### src/rtl/mem_rw_pkg.sv
// Shared definitions for the byte-oriented memory read/write protocol
// (master and controller sides): field widths, FSM state encoding and
// a saturating down-counter helper.
package mem_rw_pkg;

  localparam int ADDR_W = 6;
  localparam int NUM_W  = 4;
  localparam int DATA_W = 8;

  typedef enum logic [2:0] {
    ST_IDLE  = 3'd0,
    ST_REQ   = 3'd1,
    ST_WDATA = 3'd2,
    ST_RDATA = 3'd3,
    ST_DONE  = 3'd4
  } state_e;

  // Byte counters stick at zero instead of wrapping.
  function automatic logic [NUM_W-1:0] dec_sat(input logic [NUM_W-1:0] v);
    return (v == '0) ? v : v - NUM_W'(1);
  endfunction

endpackage

### src/rtl/mem_rw_hold.sv
// One-byte write hold register feeding the controller's write channel.
// Latency: a loaded byte is presented on data_o/valid_o the next cycle.
// Backpressure: a load and a consume in the same cycle refill the register,
//   so the caller may offer a new byte whenever the current one is consumed.
// Ports: clk_i/rst_i (sync, active-high), load_i + data_i (new byte),
//   consume_i (current byte taken), clear_i (drop content), data_o/valid_o.
module mem_rw_hold
  import mem_rw_pkg::*;
(
  input  logic              clk_i,
  input  logic              rst_i,
  input  logic              load_i,
  input  logic              consume_i,
  input  logic              clear_i,
  input  logic [DATA_W-1:0] data_i,
  output logic [DATA_W-1:0] data_o,
  output logic              valid_o
);

  logic [DATA_W-1:0] data_q, data_d;
  logic              valid_q, valid_d;

  always_comb begin
    data_d  = data_q;
    valid_d = valid_q;
    if (clear_i) begin
      valid_d = 1'b0;
    end else if (load_i) begin
      // Load wins over consume: the slot is refilled in the same cycle.
      data_d  = data_i;
      valid_d = 1'b1;
    end else if (consume_i) begin
      valid_d = 1'b0;
    end
  end

  always_ff @(posedge clk_i) begin
    if (rst_i) begin
      data_q  <= '0;
      valid_q <= 1'b0;
    end else begin
      data_q  <= data_d;
      valid_q <= valid_d;
    end
  end

  assign data_o  = data_q;
  assign valid_o = valid_q;

endmodule

### src/rtl/mem_rw_master.sv
// Initiator engine: takes one read/write command, requests the controller,
//   waits for ack (with timeout), then streams write bytes or delivers read bytes.
// Latency: request from cycle after accept; data phase from cycle after ack;
//   o_done one cycle after the last byte, o_cmd_ready the cycle after that.
// Backpressure: cmd/src use valid-ready; read bytes pass through and are only
//   acknowledged (o_rd_done) when the sink is ready; 1 write byte/cycle max.
// Ports: i_cmd_* / o_cmd_ready command in; i_src_* / o_src_ready write bytes in;
//   o_snk_* / i_snk_ready read bytes out; o_done / o_err completion pulses;
//   o_wr_req, o_rd_req, o_addr, o_num_b, i_ack, o_wr_*, i_wr_done, i_rd_*,
//   o_rd_done towards mem_rw_controller.
module mem_rw_master
  import mem_rw_pkg::*;
#(
  parameter int ACK_TIMEOUT = 64
) (
  input  logic              i_clk,
  input  logic              i_reset,
  // command
  input  logic              i_cmd_valid,
  output logic              o_cmd_ready,
  input  logic              i_cmd_write,
  input  logic [ADDR_W-1:0] i_cmd_addr,
  input  logic [NUM_W-1:0]  i_cmd_num_b,
  // write byte source
  input  logic [DATA_W-1:0] i_src_data,
  input  logic              i_src_valid,
  output logic              o_src_ready,
  // read byte sink
  output logic [DATA_W-1:0] o_snk_data,
  output logic              o_snk_valid,
  input  logic              i_snk_ready,
  // status
  output logic              o_done,
  output logic              o_err,
  // controller side
  output logic              o_wr_req,
  output logic              o_rd_req,
  output logic [ADDR_W-1:0] o_addr,
  output logic [NUM_W-1:0]  o_num_b,
  input  logic              i_ack,
  output logic [DATA_W-1:0] o_wr_data,
  output logic              o_wr_valid,
  input  logic              i_wr_done,
  input  logic [DATA_W-1:0] i_rd_data,
  input  logic              i_rd_valid,
  output logic              o_rd_done
);

  localparam int TMR_W = (ACK_TIMEOUT > 2) ? $clog2(ACK_TIMEOUT) : 1;
  localparam logic [TMR_W-1:0] TMR_MAX = TMR_W'(ACK_TIMEOUT - 1);

  state_e            state_q, state_d;
  logic              write_q, write_d;
  logic [ADDR_W-1:0] addr_q, addr_d;
  logic [NUM_W-1:0]  num_b_q, num_b_d;
  logic              wr_req_q, wr_req_d;
  logic              rd_req_q, rd_req_d;
  logic              err_q, err_d;
  logic [TMR_W-1:0]  timer_q, timer_d;
  logic [NUM_W-1:0]  load_left_q, load_left_d;   // bytes still to pull from the source
  logic [NUM_W-1:0]  done_left_q, done_left_d;   // bytes still to be completed

  logic              cmd_ready;
  logic              src_ready;
  logic              snk_valid;
  logic              rd_done;
  logic              hold_load;
  logic              hold_consume;
  logic              hold_clear;
  logic [DATA_W-1:0] hold_data;
  logic              hold_vld;

  always_comb begin
    state_d      = state_q;
    write_d      = write_q;
    addr_d       = addr_q;
    num_b_d      = num_b_q;
    wr_req_d     = wr_req_q;
    rd_req_d     = rd_req_q;
    err_d        = 1'b0;
    timer_d      = timer_q;
    load_left_d  = load_left_q;
    done_left_d  = done_left_q;
    cmd_ready    = 1'b0;
    src_ready    = 1'b0;
    snk_valid    = 1'b0;
    rd_done      = 1'b0;
    hold_load    = 1'b0;
    hold_consume = 1'b0;
    hold_clear   = 1'b0;

    unique case (state_q)
      ST_IDLE: begin
        cmd_ready = 1'b1;
        if (i_cmd_valid) begin
          write_d = i_cmd_write;
          addr_d  = i_cmd_addr;
          num_b_d = i_cmd_num_b;
          timer_d = '0;
          if (i_cmd_num_b == '0) begin
            state_d = ST_DONE;
          end else begin
            state_d  = ST_REQ;
            wr_req_d = i_cmd_write;
            rd_req_d = !i_cmd_write;
          end
        end
      end

      ST_REQ: begin
        // An ack in the last timer cycle still wins over the timeout.
        if (i_ack) begin
          wr_req_d    = 1'b0;
          rd_req_d    = 1'b0;
          load_left_d = num_b_q;
          done_left_d = num_b_q;
          state_d     = write_q ? ST_WDATA : ST_RDATA;
        end else if (timer_q == TMR_MAX) begin
          wr_req_d = 1'b0;
          rd_req_d = 1'b0;
          err_d    = 1'b1;
          state_d  = ST_IDLE;
        end else begin
          timer_d = timer_q + TMR_W'(1);
        end
      end

      ST_WDATA: begin
        hold_consume = hold_vld && i_wr_done;
        src_ready    = (!hold_vld || i_wr_done) && (load_left_q != '0);
        hold_load    = src_ready && i_src_valid;
        if (hold_load) begin
          load_left_d = dec_sat(load_left_q);
        end
        if (hold_consume) begin
          done_left_d = dec_sat(done_left_q);
          if (done_left_q == NUM_W'(1)) begin
            hold_clear = 1'b1;
            state_d    = ST_DONE;
          end
        end
      end

      ST_RDATA: begin
        snk_valid = i_rd_valid;
        rd_done   = i_rd_valid && i_snk_ready;
        if (rd_done) begin
          done_left_d = dec_sat(done_left_q);
          if (done_left_q == NUM_W'(1)) begin
            state_d = ST_DONE;
          end
        end
      end

      ST_DONE: begin
        state_d = ST_IDLE;
      end

      default: begin
        state_d = ST_IDLE;
      end
    endcase
  end

  always_ff @(posedge i_clk) begin
    if (i_reset) begin
      state_q     <= ST_IDLE;
      write_q     <= 1'b0;
      addr_q      <= '0;
      num_b_q     <= '0;
      wr_req_q    <= 1'b0;
      rd_req_q    <= 1'b0;
      err_q       <= 1'b0;
      timer_q     <= '0;
      load_left_q <= '0;
      done_left_q <= '0;
    end else begin
      state_q     <= state_d;
      write_q     <= write_d;
      addr_q      <= addr_d;
      num_b_q     <= num_b_d;
      wr_req_q    <= wr_req_d;
      rd_req_q    <= rd_req_d;
      err_q       <= err_d;
      timer_q     <= timer_d;
      load_left_q <= load_left_d;
      done_left_q <= done_left_d;
    end
  end

  mem_rw_hold u_hold (
    .clk_i     (i_clk),
    .rst_i     (i_reset),
    .load_i    (hold_load),
    .consume_i (hold_consume),
    .clear_i   (hold_clear),
    .data_i    (i_src_data),
    .data_o    (hold_data),
    .valid_o   (hold_vld)
  );

  // Handshake readies are forced low while reset is held so nothing is
  // accepted in a cycle whose state is about to be discarded.
  assign o_cmd_ready = cmd_ready && !i_reset;
  assign o_src_ready = src_ready && !i_reset;
  assign o_snk_data  = i_rd_data;
  assign o_snk_valid = snk_valid;
  assign o_rd_done   = rd_done;
  assign o_done      = (state_q == ST_DONE);
  assign o_err       = err_q;
  assign o_wr_req    = wr_req_q;
  assign o_rd_req    = rd_req_q;
  assign o_addr      = addr_q;
  assign o_num_b     = num_b_q;
  assign o_wr_data   = hold_data;
  assign o_wr_valid  = hold_vld;

endmodule

### config.mk
export PLATFORM = sky130hd
export DESIGN_NAME = mem_rw_master
export DESIGN_NICKNAME = d
export VERILOG_FILES = /design/src/rtl/mem_rw_pkg.sv /design/src/rtl/mem_rw_hold.sv /design/src/rtl/mem_rw_master.sv
export SDC_FILE = /design/constraint.sdc
export NUM_CORES = 1
export LEC_CHECK = 0
export CAP_MARGIN = 0
export CORE_ASPECT_RATIO = 1.25
export CORE_UTILIZATION = 50
export CTS_CLUSTER_SIZE = 40
export DETAILED_ROUTE_END_ITERATION = 16
export MAX_ROUTING_LAYER = met4
export PLACE_DENSITY = 0.85
export SLEW_MARGIN = 30
export SYNTH_ARGS = -nofsm -noshare
export SYNTH_HDL_FRONTEND = slang
export SYNTH_HIERARCHICAL = 1
export SYNTH_SLANG_ARGS = --single-unit
### constraint.sdc
create_clock -name i_clk -period 5 [get_ports i_clk]
set_input_delay 1 -clock i_clk [delete_from_list [all_inputs] [get_ports i_clk]]
set_output_delay 1 -clock i_clk [all_outputs]
set_load 0.01 [all_outputs]
### Word-level counts from Yosys, hierarchy flattened

Cells that the tools add are included.

| word-level totals | value |
|---|---|
| logic and storage cells | 102 |
| input port bits | 35 |
| register bits | 40 |

| operators by class | value |
|---|---|
| muxes and demuxes | 41 |
| reduce and logical (&&, ||, !) cells | 28 |
| add/subtract/negate cells | 3 |
| eq/ne operators | 16 |
| bitwise operators | 2 |

Operator list:

| cell | number |
|---|---|
| two-way mux 4 bit | 6 |
| two-way mux 3 bit | 7 |
| AND reduction 4 bit | 5 |
| two-way mux 1 bit | 19 |
| two-way mux 6 bit | 3 |
| != test 2 bit, second input constant | 9 |
| logical NOT 4 bit | 3 |
| case mux 3 bit (4 select lines) | 1 |
| case mux 4 bit (3 select lines) | 1 |
| case mux 6 bit (2 select lines) | 1 |
| case mux 4 bit (2 select lines) | 1 |
| subtractor 4 x 1 -> 4 bit, second input constant | 2 |
| adder 6 x 1 -> 6 bit, second input constant | 1 |
| == test 3 x 2 -> 1 bit, second input constant | 2 |
| == test 6 bit, second input constant | 1 |
| logical AND 1 bit | 6 |
| nonzero test 2 bit | 3 |
| == test 4 x 1 -> 1 bit, second input constant | 1 |
| case mux 1 bit (2 select lines) | 2 |
| AND reduction 2 bit | 2 |
| nonzero test 4 bit | 1 |
| == test 3 x 1 -> 1 bit, second input constant | 1 |
| == test 3 bit, second input constant | 1 |
| logical NOT 1 bit | 3 |
| 7 further kinds | 8 |

### Depth between registers and ports, before layout

| depth | value |
|---|---|
| depth after elaboration | 6 |
| gate-level depth with buffers | 6 |
| depth with buffers taken out | 6 |

### Modules after synthesis

The synthesis kept the hierarchy.

By module, submodules not included:

| module | area an instance (um2) | instances | cells each |
|---|---|---|---|
| mem_rw_master | 1791.7 | 1 | 213 |
| mem_rw_hold | 421.7 | 1 | 38 |

### Worst setup path after synthesis

Ideal clock, no wire load.

| timing | value |
|---|---|
| path kind | input -> output |
| start point | input i_reset |
| end point | output o_src_ready |
| setup slack | 2148 ps |
| arrival | 1852 ps |
| stages | 3 |
| data required time | 4000 ps |
| path through | clkbuf_1 -> clkbuf_1 -> nor4b_1 |

| between the ends | value |
|---|---|
| cells in the longest elaborated chain, start to end | 2 |

Ends and longest elaborated chain:

| what | line | source |
|---|---|---|
| from (decl) | mem_rw_master.sv:17 | `input logic i_reset,` |
| logical NOT 1 bit | mem_rw_master.sv:205 | `assign o_src_ready = src_ready && !i_reset;` |
| logical AND 1 bit | mem_rw_master.sv:205 |  |
| to (decl) | mem_rw_master.sv:27 | `output logic o_src_ready,` |

No other way between the ends.

### Final worst setup path

| timing | value |
|---|---|
| start point | input i_reset |
| end point | output o_cmd_ready |

| between the ends | value |
|---|---|
| cells in the longest elaborated chain, start to end | 2 |

Ends and longest elaborated chain:

| what | line | source |
|---|---|---|
| logical NOT 1 bit | mem_rw_master.sv:204 | `assign o_cmd_ready = cmd_ready && !i_reset;` |
| logical AND 1 bit | mem_rw_master.sv:204 |  |
| to (decl) | mem_rw_master.sv:20 | `output logic o_cmd_ready,` |

No other way between the ends.

==> results.sh <==
export IMPL_rsz0062_at_grt="no"
export IMPL_num_vias=1949
export IMPL_fin_crit_sh_pct=71.0
export IMPL_post_drt_wl_per_cell_um=14.3
export IMPL_dp_slack_ps=1410
export IMPL_postLayoutCoreUtil_pct=67.9
export IMPL_dieArea_mm2=0.00470
export IMPL_clock_path_buffers=2
export IMPL_dieWidth_um=61.5
export IMPL_synth_top_area_share_pct=36.2
export IMPL_cts_hold_buf=0
export IMPL_grt_max_degree=52
export IMPL_final_hold_violation_count=0
export IMPL_synth_area_mux_share_pct=2.37
export IMPL_cap_viol_max_count=0
export IMPL_finalSetupViolations=0
export IMPL_clock_latency_ps=290
export IMPL_synth_xor_area_share_pct=1.19
export IMPL_synth_compound_area_share_pct=18.3
export IMPL_cts_root_buf="clkbuf_8"
export IMPL_synth_area_per_cell_um2=8.82
export IMPL_netlist_top_cells_area="dfxtp_1, nand2_1, a21oi_1, nand4bb_1, o21ai_2"
export IMPL_synth_top_area_cell="dfxtp_1"
export IMPL_outcome="finished, final reports clean"
export IMPL_htree_levels=2
export IMPL_placed_cell_area_mm2=0.00270
export IMPL_die_h_um=76.4
export IMPL_synth_distinct_cells=57
export IMPL_post_route_min_period_ps=3550
export IMPL_clkSlewWorstSetupHoldPaths_ps=70
export IMPL_synth_top_cells_by_count="dfxtp_1, nand2_1, a21oi_1"
export IMPL_routed_wl_um=4950
export IMPL_layout_nets=331
export IMPL_num_rows=26
export IMPL_synth_edff_count=0
export IMPL_drcViolationCount=0
export IMPL_setup_tns_ps=0
export IMPL_clkSinkCount=40
export IMPL_antenna_cells=0
export IMPL_synth_adder_area_share_pct=2.83
export IMPL_irDropWorstVdd_mv=0.238
export IMPL_design_area_mm2=0.00283
export IMPL_cts_setup_buffers=0
export IMPL_power_density_mw_per_mm2=277
export IMPL_cts_tree="done"
export IMPL_dp_hpwl_um=3400
export IMPL_critPathMaxFanout=4
export IMPL_cts_repair_resized=0
export IMPL_syn_nets=291
export IMPL_start_util_pct=53.2
export IMPL_grt_pass1_vias=1878
export IMPL_io_pins=70
export IMPL_synth_simple_area_share_pct=32.2
export IMPL_p_leak_nw=0.945
export IMPL_wl_met3_um=294
export IMPL_clock_skew_final_ps=7.59
export IMPL_max_freq_mhz=282
export IMPL_ys_flop_type="dfxtp_1"
export IMPL_tightest_slew_ps=879
export IMPL_core_mm2=0.00416
export IMPL_syn_area_mm2=0.00221
export IMPL_synth_seq_cells=40
export IMPL_slew_viol_final=0
export IMPL_drt_iter0_drc=123
export IMPL_finalWorstSetupSlack_ps=1450
export IMPL_drive_gt1_share_pct=10.7
export IMPL_grt_pass1_wl_um=8380
export IMPL_antenna_found_initial=0
export IMPL_gp_congestion=0.884
export IMPL_hp_class="flip-flop to flip-flop"
export IMPL_wl_met1_um=2300
export IMPL_required_ps=4000
export IMPL_synth_top_family_by_area="simple AND/OR/NAND/NOR gates"
export IMPL_dr_pass1_iters=4
export IMPL_end_kind="output port"
export IMPL_overflow=0
export IMPL_max_slew_margin_pct=41.1
export IMPL_synthCells=251
export IMPL_viasPerCell=5.62
export IMPL_numCtsBuffers=5
export IMPL_cp_start_kind="primary input"
export IMPL_antenna_left=0
export IMPL_synth_warnings=6
export IMPL_yosysMostFrequentCell="dfxtp_1"
export IMPL_syn2layout_area_growth_pct=27.8
export IMPL_critPathKind="primary input to output port"
export IMPL_grt_use_total_pct=23.9
export IMPL_io_buffers=53
export IMPL_synth_async_sr_flop_share_pct=0
export IMPL_highest_layer="met4"
export IMPL_wl_met2_um=2280
export IMPL_ys_seq_area_share_pct=36.2
export IMPL_cp_arrival_ps=2550
-- power breakdown --
part | internal [mW] | total, mW | switching, mW
sequential | 0.332 | 0.349 | 0.0174
clock | 0.196 | 0.310 | 0.113
combinational | 0.0671 | 0.125 | 0.0583
total | 0.595 | 0.784 | 0.189
-- layout by cell type (no fill, tap or decap), types with 3 or more instances in the layout --
cell / count
a31oi_1: 3
nand4_1: 3
nor2_1: 11
nand2b_1: 10
a21oi_1: 21
o21a_1: 3
o21ai_2: 8
clkdlybuf4s50_1: 53
dfxtp_1: 40
nor2b_1: 4
ha_1: 5
o21ai_0: 3
clkbuf_8: 5
o211ai_1: 3
xnor2_1: 3
nand3_1: 6
mux2i_1: 3
nand3b_1: 5
nor3_1: 4
nand4bb_1: 8
nand2_1: 34
inv_1: 8
-- layout make-up --
class / count / area (um^2)
Clock buffer: 5 / 68.8
Clock inverter: 2 / 60.1
Fill cell: 359 / 1340
Inverter: 8 / 30.0
Multi-Input combinational cell: 182 / 1260
Sequential cell: 40 / 801
Tap cell: 56 / 70.1
Timing Repair Buffer: 54 / 538
-- worst max-delay path, cell delays in order --
cell,delay [ps]
clkdlybuf4s50_1,460
or2_2,330
nor3_1,180
clkdlybuf4s50_1,570
-- sequential cells by signal (all words and copies together), names as in the netlist --
name            count
u_hold/valid_o      1
o_addr              6
o_err               1
o_num_b             4
o_rd_req            1
load_left_q         4
done_left_q         4
write_q             1
u_hold/data_o       8
state_q             3
o_wr_req            1
timer_q             6
-- worst paths after layout --
path                   start          endpoint  slack (ps)  depth (start not counted)
setup / recovery     i_reset       o_cmd_ready        1450                          4
hold / removal     o_addr[4]         o_addr[4]         460                          2
setup reg to reg  state_q[1]  u_hold/data_o[0]        2450                          5
hold reg to reg    o_addr[4]         o_addr[4]         460                          2
-- cells by family after synthesis --
logic type      Yosys count
simple gates            113
compound gates           56
flops                    40
buf+inv                  29
mux                       5
fa+ha+maj                 5
xor+xnor                  3
-- metrics by stage --
step	hold WS (ps)	cells	power, mW
2_1_floorplan	437	251	0.435
3_3_place_gp	440	340	0.479
3_5_place_dp	451	340	0.482
4_1_cts	463	347	0.794
5_1_grt	487	347	0.823
6_report	457	347	0.784
-- per-layer routing --
| layer | vias to the layer above | global-route usage [%] |
|---|---|---|
| met2 | 64 | 36.5 |
| met1 | 903 | 30.1 |
| met4 | 0 | 9.11 |
| li1 | 977 | - |
| met5 | - | - |
| met3 | 5 | 5.77 |
Note: power is estimated with default switching activity, not from simulation.
